<file path="src/rtl/lc3b_types_pkg.sv">
// Shared LC-3b pipeline types: register index and the in-flight record used by the hazard tracker.
package lc3b_types;

  localparam int LC3B_REG_W = 3;

  typedef logic [LC3B_REG_W-1:0] lc3b_reg;

  typedef struct packed {
    logic    valid;
    lc3b_reg dr;
    logic    ld_reg;
    logic    ld_cc;
    logic    is_load;
  } hz_entry_t;

  localparam hz_entry_t HZ_BUBBLE = '0;

endpackage

</file>
<file path="src/rtl/lc3b_hazard_match.sv">
// Compares one decode source index against every tracked entry; reports a hit, the youngest
// matching entry and whether that youngest producer could be forwarded from.
module lc3b_hazard_match
  import lc3b_types::*;
#(
  parameter int DEPTH   = 3,
  parameter int FWD_MIN = 1
) (
  input  lc3b_reg    src,
  input  logic       needed,
  input  hz_entry_t  ent [DEPTH],
  output logic       hit,
  output logic       fwd_ok,
  output logic [3:0] young
);

  // Scan oldest to youngest so the last assignment wins with the youngest producer.
  always_comb begin
    hit    = 1'b0;
    fwd_ok = 1'b0;
    young  = 4'd0;
    for (int e = DEPTH - 1; e >= 0; e--) begin
      if (needed && ent[e].valid && ent[e].ld_reg && (ent[e].dr == src)) begin
        hit    = 1'b1;
        young  = 4'(e);
        fwd_ok = (e >= FWD_MIN) && !ent[e].is_load;
      end
    end
  end

endmodule

</file>
<file path="src/rtl/lc3b_hazard_tracker.sv">
// RAW register/CC hazard tracker over DEPTH post-decode stages with flush, hold, occupancy and stall count.
// Optional forwarding is enabled by defining LC3B_HT_FWD_EN.
module lc3b_hazard_tracker
  import lc3b_types::*;
#(
  parameter int DEPTH   = 3,
  parameter int REG_W   = LC3B_REG_W,
  parameter int FLUSH_N = 1,
  parameter int FWD_MIN = 1,
  parameter int SCNT_W  = 16,
  localparam int CNT_W  = $clog2(DEPTH + 1)
) (
  input  logic              clk,
  input  logic              reset,
  input  logic              id_valid,
  input  logic [REG_W-1:0]  id_sr1,
  input  logic [REG_W-1:0]  id_sr2,
  input  logic              id_sr1_needed,
  input  logic              id_sr2_needed,
  input  logic              id_br_op,
  input  logic [REG_W-1:0]  id_dr,
  input  logic              id_ld_reg,
  input  logic              id_ld_cc,
  input  logic              id_is_load,
  input  logic              advance,
  input  logic              flush,
  input  logic              scnt_clr,
  output logic              dep_stall,
  output logic [DEPTH-1:0]  entry_valid,
  output logic [CNT_W-1:0]  inflight_cnt,
  output logic [SCNT_W-1:0] stall_cycles,
  output logic [3:0]        fwd_sel_a,
  output logic [3:0]        fwd_sel_b
);

  hz_entry_t         ent_q [DEPTH];
  hz_entry_t         ent_d [DEPTH];
  hz_entry_t         rec;
  logic [SCNT_W-1:0] stall_cycles_q, stall_cycles_d;

  logic       hit_a, hit_b, fwd_ok_a, fwd_ok_b;
  logic [3:0] young_a, young_b;
  logic       haz_a, haz_b, cc_haz, issue;

  lc3b_hazard_match #(.DEPTH(DEPTH), .FWD_MIN(FWD_MIN)) u_match_a (
    .src    (lc3b_reg'(id_sr1)),
    .needed (id_sr1_needed),
    .ent    (ent_q),
    .hit    (hit_a),
    .fwd_ok (fwd_ok_a),
    .young  (young_a)
  );

  lc3b_hazard_match #(.DEPTH(DEPTH), .FWD_MIN(FWD_MIN)) u_match_b (
    .src    (lc3b_reg'(id_sr2)),
    .needed (id_sr2_needed),
    .ent    (ent_q),
    .hit    (hit_b),
    .fwd_ok (fwd_ok_b),
    .young  (young_b)
  );

`ifdef LC3B_HT_FWD_EN
  assign haz_a     = hit_a && !fwd_ok_a;
  assign haz_b     = hit_b && !fwd_ok_b;
  assign fwd_sel_a = (hit_a && fwd_ok_a) ? young_a + 4'd1 : 4'd0;
  assign fwd_sel_b = (hit_b && fwd_ok_b) ? young_b + 4'd1 : 4'd0;
`else
  logic unused_fwd;
  assign unused_fwd = ^{fwd_ok_a, fwd_ok_b, young_a, young_b};
  assign haz_a      = hit_a;
  assign haz_b      = hit_b;
  assign fwd_sel_a  = 4'd0;
  assign fwd_sel_b  = 4'd0;
`endif

  // CC producers always stall a branch; WB still counts since CC commits on the same edge.
  always_comb begin
    cc_haz = 1'b0;
    for (int e = 0; e < DEPTH; e++) begin
      if (ent_q[e].valid && ent_q[e].ld_cc) cc_haz = id_br_op;
    end
  end

  assign dep_stall = id_valid && !flush && (haz_a || haz_b || cc_haz);
  assign issue     = advance && id_valid && !dep_stall && !flush;

  always_comb begin
    rec         = HZ_BUBBLE;
    rec.valid   = 1'b1;
    rec.dr      = lc3b_reg'(id_dr);
    rec.ld_reg  = id_ld_reg;
    rec.ld_cc   = id_ld_cc;
    rec.is_load = id_is_load;
  end

  // Flush kills the records younger than the resolving stage, wherever they land this cycle.
  always_comb begin
    ent_d = ent_q;
    if (advance) begin
      for (int i = 1; i < DEPTH; i++) begin
        ent_d[i] = (flush && (i - 1) < FLUSH_N) ? HZ_BUBBLE : ent_q[i-1];
      end
      ent_d[0] = issue ? rec : HZ_BUBBLE;
    end else if (flush) begin
      for (int i = 0; i < FLUSH_N; i++) ent_d[i] = HZ_BUBBLE;
    end
  end

  always_comb begin
    stall_cycles_d = stall_cycles_q;
    if (scnt_clr) begin
      stall_cycles_d = '0;
    end else if (dep_stall && advance && !(&stall_cycles_q)) begin
      stall_cycles_d = stall_cycles_q + 1'b1;
    end
  end

  always_ff @(posedge clk or posedge reset) begin
    if (reset) begin
      for (int i = 0; i < DEPTH; i++) ent_q[i] <= HZ_BUBBLE;
      stall_cycles_q <= '0;
    end else begin
      for (int i = 0; i < DEPTH; i++) ent_q[i] <= ent_d[i];
      stall_cycles_q <= stall_cycles_d;
    end
  end

  always_comb begin
    inflight_cnt = '0;
    for (int i = 0; i < DEPTH; i++) begin
      entry_valid[i] = ent_q[i].valid;
      inflight_cnt   = inflight_cnt + CNT_W'(ent_q[i].valid);
    end
  end

  assign stall_cycles = stall_cycles_q;

endmodule

</file>
<file path="config.mk">
export PLATFORM = sky130hd
export DESIGN_NAME = lc3b_hazard_tracker
export DESIGN_NICKNAME = d
export VERILOG_FILES = /design/src/rtl/lc3b_types_pkg.sv /design/src/rtl/lc3b_hazard_match.sv /design/src/rtl/lc3b_hazard_tracker.sv
export SDC_FILE = /design/constraint.sdc
export NUM_CORES = 1
export LEC_CHECK = 0
export BUFFER_PORTS_ARGS = -buffer_cell sky130_fd_sc_hd__buf_4
export CAP_MARGIN = 25
export CORE_UTILIZATION = 55
export DETAILED_ROUTE_END_ITERATION = 7
export HOLD_SLACK_MARGIN = 0.02
export PLACE_DENSITY_LB_ADDON = 0.3
export SLEW_MARGIN = 20
export SYNTH_ARGS = -nofsm -noshare
export SYNTH_HDL_FRONTEND = slang
export SYNTH_SLANG_ARGS = --single-unit
</file>
<file path="constraint.sdc">
create_clock -name clk -period 4.55 [get_ports clk]
set_input_delay 0.455 -clock clk [delete_from_list [all_inputs] [get_ports clk]]
set_output_delay 0.455 -clock clk [all_outputs]
set_load 0.03 [all_outputs]
</file>
# Word level (Yosys, flattened, before mapping)
# Cells that the tools add are included.
# op_classes
n_addsub,3
eq_ne,6
reduce_logical,35
mux,14
# ops
operator,n
two-way mux 16 bit,2
logical AND 1 bit,28
two-way mux 7 bit,3
== test 3 bit,6
"adder 16 x 1 -> 16 bit, second input constant",1
AND reduction 16 bit,1
two-way mux 1 bit,9
zero test 1 bit,3
adder 1 x 1 -> 2 bit,1
adder 2 x 1 -> 2 bit,1
logical OR 1 bit,2
nonzero test 2 bit,1
# word_totals
out_inout_bits,30
elab_cells,71
inputBits,21
reg_bits,34

# Logic depth before layout (Yosys ltp)
# depth
depth_word,14
depth_mapped,8
mapped_depth_nobuf,7

# Hierarchy
# Synthesis repeated with hierarchy kept, for this count alone.
# unflattened
hier_cells,242
area_unflattened_um2,2468.6
# by_module_without_submodules
mod,cells_per_inst,area_per_inst_um2,seq_area_each_um2,instances
lc3b_hazard_tracker,194,2093.3,925.9,1
lc3b_hazard_match,24,187.7,0.0,2

# Least setup slack after synthesis
# No wires, ideal clock.
# synth_path
path_type,input to output
from,input port id_sr1[1]
to,output port dep_stall
required_ns,4.095
path_slack_ns,2.111
stages,5
arrival_ns,1.984
n_path_buf,0
path_cell_list,xor2_1 nor4_1 a211oi_2 and3_2 nor3b_1
# synth_between
elab_chain_len,8
elab_cells_between_ends,12
classes_between,eq/ne (3); mux (3); reduce/logical (6)
# synth_rtl
element,line,source
start: declaration,lc3b_hazard_tracker.sv:16,"input logic [REG_W-1:0] id_sr1,"
== test 3 bit,lc3b_hazard_match.sv:23,if (needed && ent[e].valid && ent[e].ld_reg && (ent[e].dr == src)) begin
logical AND 1 bit,lc3b_hazard_match.sv:23,
two-way mux 1 bit (2 in series),lc3b_hazard_match.sv:23,
two-way mux 1 bit (*),lc3b_hazard_match.sv:23,
logical OR 1 bit (*) (2 in series),lc3b_hazard_tracker.sv:85,assign dep_stall = id_valid && !flush && (haz_a || haz_b || cc_haz);
logical AND 1 bit (*),lc3b_hazard_tracker.sv:85,
end: declaration,lc3b_hazard_tracker.sv:28,"output logic dep_stall,"
# Every way passes the cells marked *; elsewhere a longest branch is shown, timed or not.

# Worst setup path after layout
# layout_path
from,register entry_valid[0] (netlist name)
to,output port dep_stall
# layout_between
elab_chain_len,7
elab_cells_between_ends,15
classes_between,mux (5); reduce/logical (10)
# layout_rtl
element,line
logical AND 1 bit (3 in series),lc3b_hazard_match.sv:23
two-way mux 1 bit,lc3b_hazard_match.sv:23
logical OR 1 bit,lc3b_hazard_tracker.sv:85
logical OR 1 bit (*),lc3b_hazard_tracker.sv:85
logical AND 1 bit (*),lc3b_hazard_tracker.sv:85
# Marked as above.

==> results.md <==
| Parameter | Value | Unit |
|---|---|---|
| Portion of the post-synthesis area used by sequential elements | 43.09 | % |
| Cell types occupying the most area after synthesis | sky130_fd_sc_hd__dfrtp_1, sky130_fd_sc_hd__xor2_1, sky130_fd_sc_hd__mux2_2 | - |
| Max_slew headroom | 48.71 | % |
| Required time at the endpoint of the critical path | 4090 | ps |
| Seq cells post-synth | 34 | - |
| Worst Path Max Fanout | 6 | - |
| Cell count after synthesis | 197 | - |
| Count of cell types in the netlist | 41 | - |
| Critical register-to-register path endpoint | stall_cycles[14] | - |
| GRT overflow | 0 | - |
| Clock skew | 8.152 | ps |
| Yosys warning count | 0 | - |
| Post-synth EDFFs | 0 | - |
| Post-CTS repair timing setup buffer count | 0 | - |
| Worst skew pair latency | 350 | ps |
| Die footprint | 0.003833 | sq mm |
| Number of filler instances in the final layout | 260 | - |
| Worst min-delay path class | input pin to asynchronous set/reset pin | - |
| Unrepaired setup endpoints after global routing | false | - |
| Number of buffers inserted during clock tree synthesis | 5 | - |
| Upper clock frequency limit | 377.6 | MHz |
| Total global routing track utilization | 24.45 | % |
| H-tree depth | 2 | - |
| Violation count after the first detailed-routing iteration | 70 | - |
| Pin count of the biggest net entering global routing | 35 | - |
| Setup TNS after final layout | 0 | ps |
| Die boundary width | 61.92 | um |
| Via count of the first global-routing pass | 1440 | - |
| Overall power consumption | 620.3 | uW |
| Clock period minus final worst setup slack | 2648 | ps |
| Layout area overhead | 18.63 | % |
| Synthesized area divided by synthesized cell count | 10.02 | sq um |
| Proportion of power drawn by flip-flops and latches | 51.2 | % |
| Utilization after layout | 69.10 | % |
| Leakage | 0.001127 | uW |
| Starting density of the core | 58.25 | % |
| Total number of nets in the final design | 260 | - |
| Clock transition at the register clock pins on the worst setup and hold paths after CTS | 120 | ps |
| Placeable Area | 0.003390 | sq mm |
| Post-synthesis async set-or-reset flop share | 100.0 | % |
| Share of power burned in combinational logic | 12.1 | % |
| Switching Power | 167.8 | uW |
| Boundary pin count | 51 | - |
| Most frequently used cell type in the post-synthesis netlist | sky130_fd_sc_hd__dfrtp_1 | - |
| Count of antenna diodes in the layout | 0 | - |
| Part of the total power dissipated in the clock network | 36.8 | % |
| DRC errors left | 0 | - |
| Worst IR Drop VDD | 0.2442 | mV |
| Port Buffers | 41 | - |
| Cells on worst reg2reg path | 6 | - |
| Root cell of the clock tree | sky130_fd_sc_hd__clkbuf_4 | - |
| Category of the most critical setup path | flip-flop to output pin | - |
| Post-detail-place hpwl | 2.931 | mm |
| Primary flip-flop cell chosen by synthesis mapping | sky130_fd_sc_hd__dfrtp_1 | - |
| Count of clock tree sinks | 34 | - |
| Longest Clk Path Bufs | 2 | - |
| Post-Synthesis Cell Area | 0.001974 | sq mm |
| Share of the cycle needed by the critical path after routing | 58.20 | % |
| Chip Height | 61.92 | um |
| Setup crit start kind | flip-flop | - |
| Final setup violation count | 0 | - |
| Hold violation total from the final report | 0 | - |
| TritonCTS clock tree | yes | - |
| Number of rows created at floorplan | 21 | - |
| FF-to-FF setup slack | 2100 | ps |
| Vias post-DR | 1576 | - |
| Slew of the pin with the lowest slew margin | 766.9 | ps |
| Number of buffers inserted by hold repair at cts | 0 | - |
| Quantity of gates resized following cts | 0 | - |
| Share of final-layout standard cells stronger than drive strength 1 | 28.15 | % |
| Final Max Slew Viols | 0 | - |
| Drt via density | 5.549 | - |
| Power density relative to cell area | 264.8 | mW/mm^2 |
| DR WL/cell | 14.39 | um |
| Antenna viol nets, final | 0 | - |
| Wirelength, routed | 4.088 | mm |
| Destination of the critical timing path | dep_stall | - |
| First-pass GRT wire length | 6.637 | mm |
| Switching share of power | 27.04 | % |
| Run status | complete, no violations | - |
| Yosys top cell by area | sky130_fd_sc_hd__dfrtp_1 | - |
| Max Cap Viol | 0 | - |
| Setup crit start | entry_valid[0] | - |
| Most instantiated cells after synthesis | sky130_fd_sc_hd__dfrtp_1, sky130_fd_sc_hd__xor2_1, sky130_fd_sc_hd__nor2_1 | - |
| Startpoint of the lowest-slack register-to-register path | entry_valid[0] | - |
| Fraction of synthesized cell area taken by the top area cell type | 43.09 | % |
| Final estimated routing congestion in global placement | 0.8681 | - |
| Number of antenna violations at the first check in global routing | 0 | - |
| Setup crit end kind | output pin | - |
| Initial DRT Pass Iterations | 4 | - |
| Power Internal | 452.6 | uW |
| CP arrival | 2190 | ps |
==> cells in the final DEF (no fill, tap or decap), types with 5 or more instances in the layout <==
| cell | count |
|---|---|
| sky130_fd_sc_hd__a311oi_1 | 6 |
| sky130_fd_sc_hd__buf_4 | 42 |
| sky130_fd_sc_hd__a31o_1 | 6 |
| sky130_fd_sc_hd__nor2b_1 | 5 |
| sky130_fd_sc_hd__inv_1 | 14 |
| sky130_fd_sc_hd__conb_1 | 8 |
| sky130_fd_sc_hd__o21ai_0 | 7 |
| sky130_fd_sc_hd__nand4_1 | 6 |
| sky130_fd_sc_hd__nor4_1 | 6 |
| sky130_fd_sc_hd__a22o_1 | 5 |
| sky130_fd_sc_hd__nor2_1 | 17 |
| sky130_fd_sc_hd__nand3_1 | 7 |
| sky130_fd_sc_hd__xor2_1 | 18 |
| sky130_fd_sc_hd__nand2_1 | 9 |
| sky130_fd_sc_hd__mux2_2 | 10 |
| sky130_fd_sc_hd__dfrtp_1 | 34 |
| sky130_fd_sc_hd__clkbuf_4 | 5 |
==> metal layers <==
| layer | vias to the layer above | track usage, % | wire length, um |
|---|---|---|---|
| li1 | 753 | - | - |
| met1 | 769 | 35.82 | 1954 |
| met2 | 49 | 35.18 | 1899 |
| met3 | 5 | 7.453 | 195 |
| met4 | 0 | 6.667 | 39 |
| met5 | - | 0 | 0 |
==> how the worst min path moves through the flow <==
stage | start | to | depth (start not counted)
floorplan | ent_q[16] | ent_q[9] | 2
global placement | ent_q[1] | ent_q[1] | 1
detailed placement | ent_q[8] | ent_q[1] | 1
CTS | reset | ent_q[15] | 3
global route | reset | stall_cycles[13] | 3
finish | reset | stall_cycles[1] | 3
==> per-stage QoR <==
step	hold WS (ps)	area, sq um	cells	worst slack [ps]
2_1_floorplan	472.1	2001	204	2111
5_1_grt	207.1	2342	284	1646
6_report	196.1	2342	284	1902
4_1_cts	201.7	2342	284	1870
3_5_place_dp	496.5	2260	276	2074
3_3_place_gp	495.0	2260	276	2096
==> state kept, by name, summed over array words and instances, names as in the netlist <==
register,cells
stall_cycles,16
ent_q,15
entry_valid,3
==> kinds of logic after synthesis <==
| kind of cell | after synthesis | share of synthesized area (%) |
|---|---|---|
| buffers and inverters | 30 | 8.428 |
| flip-flops | 34 | 43.09 |
| adder cells (fa/ha/maj) | 2 | 1.648 |
| multiplexers | 12 | 6.971 |
| other | 1 | 0.1899 |
| XOR/XNOR | 21 | 9.316 |
| AO/OA/AOI/OAI | 34 | 13.12 |
| AND/OR/NAND/NOR | 63 | 17.24 |
==> power by group through the flow <==
stage               combinational, uW  sequential (uW)  clock (uW)
CTS                              75.1              317         231
global route                     82.4              319         245
finish                           74.8              318         228
global placement                 73.4              323           0
detailed placement               74.9              323           0
floorplan                        54.6              321           0
==> final cells by class <==
type,instances,area [sq um],share of cell area (%)
clock buffers,5,37.54,1.603
clock inverters,3,45.04,1.923
inverters,14,52.55,2.244
multi-input cells,140,983.4,41.99
flip-flops and latches,34,850.8,36.32
well taps,46,57.56,2.457
repair buffers,42,315.3,13.46
==> worst max-delay path, cell delays in order (launching register included) <==
cell and delay (ps):
sky130_fd_sc_hd__dfrtp_1 490, sky130_fd_sc_hd__nand2_1 150, sky130_fd_sc_hd__nor4_1 310, sky130_fd_sc_hd__o21ai_1 200, sky130_fd_sc_hd__and3_2 270, sky130_fd_sc_hd__nor3b_1 220
sky130_fd_sc_hd__buf_4 200
(Power assumes the default switching activity.)
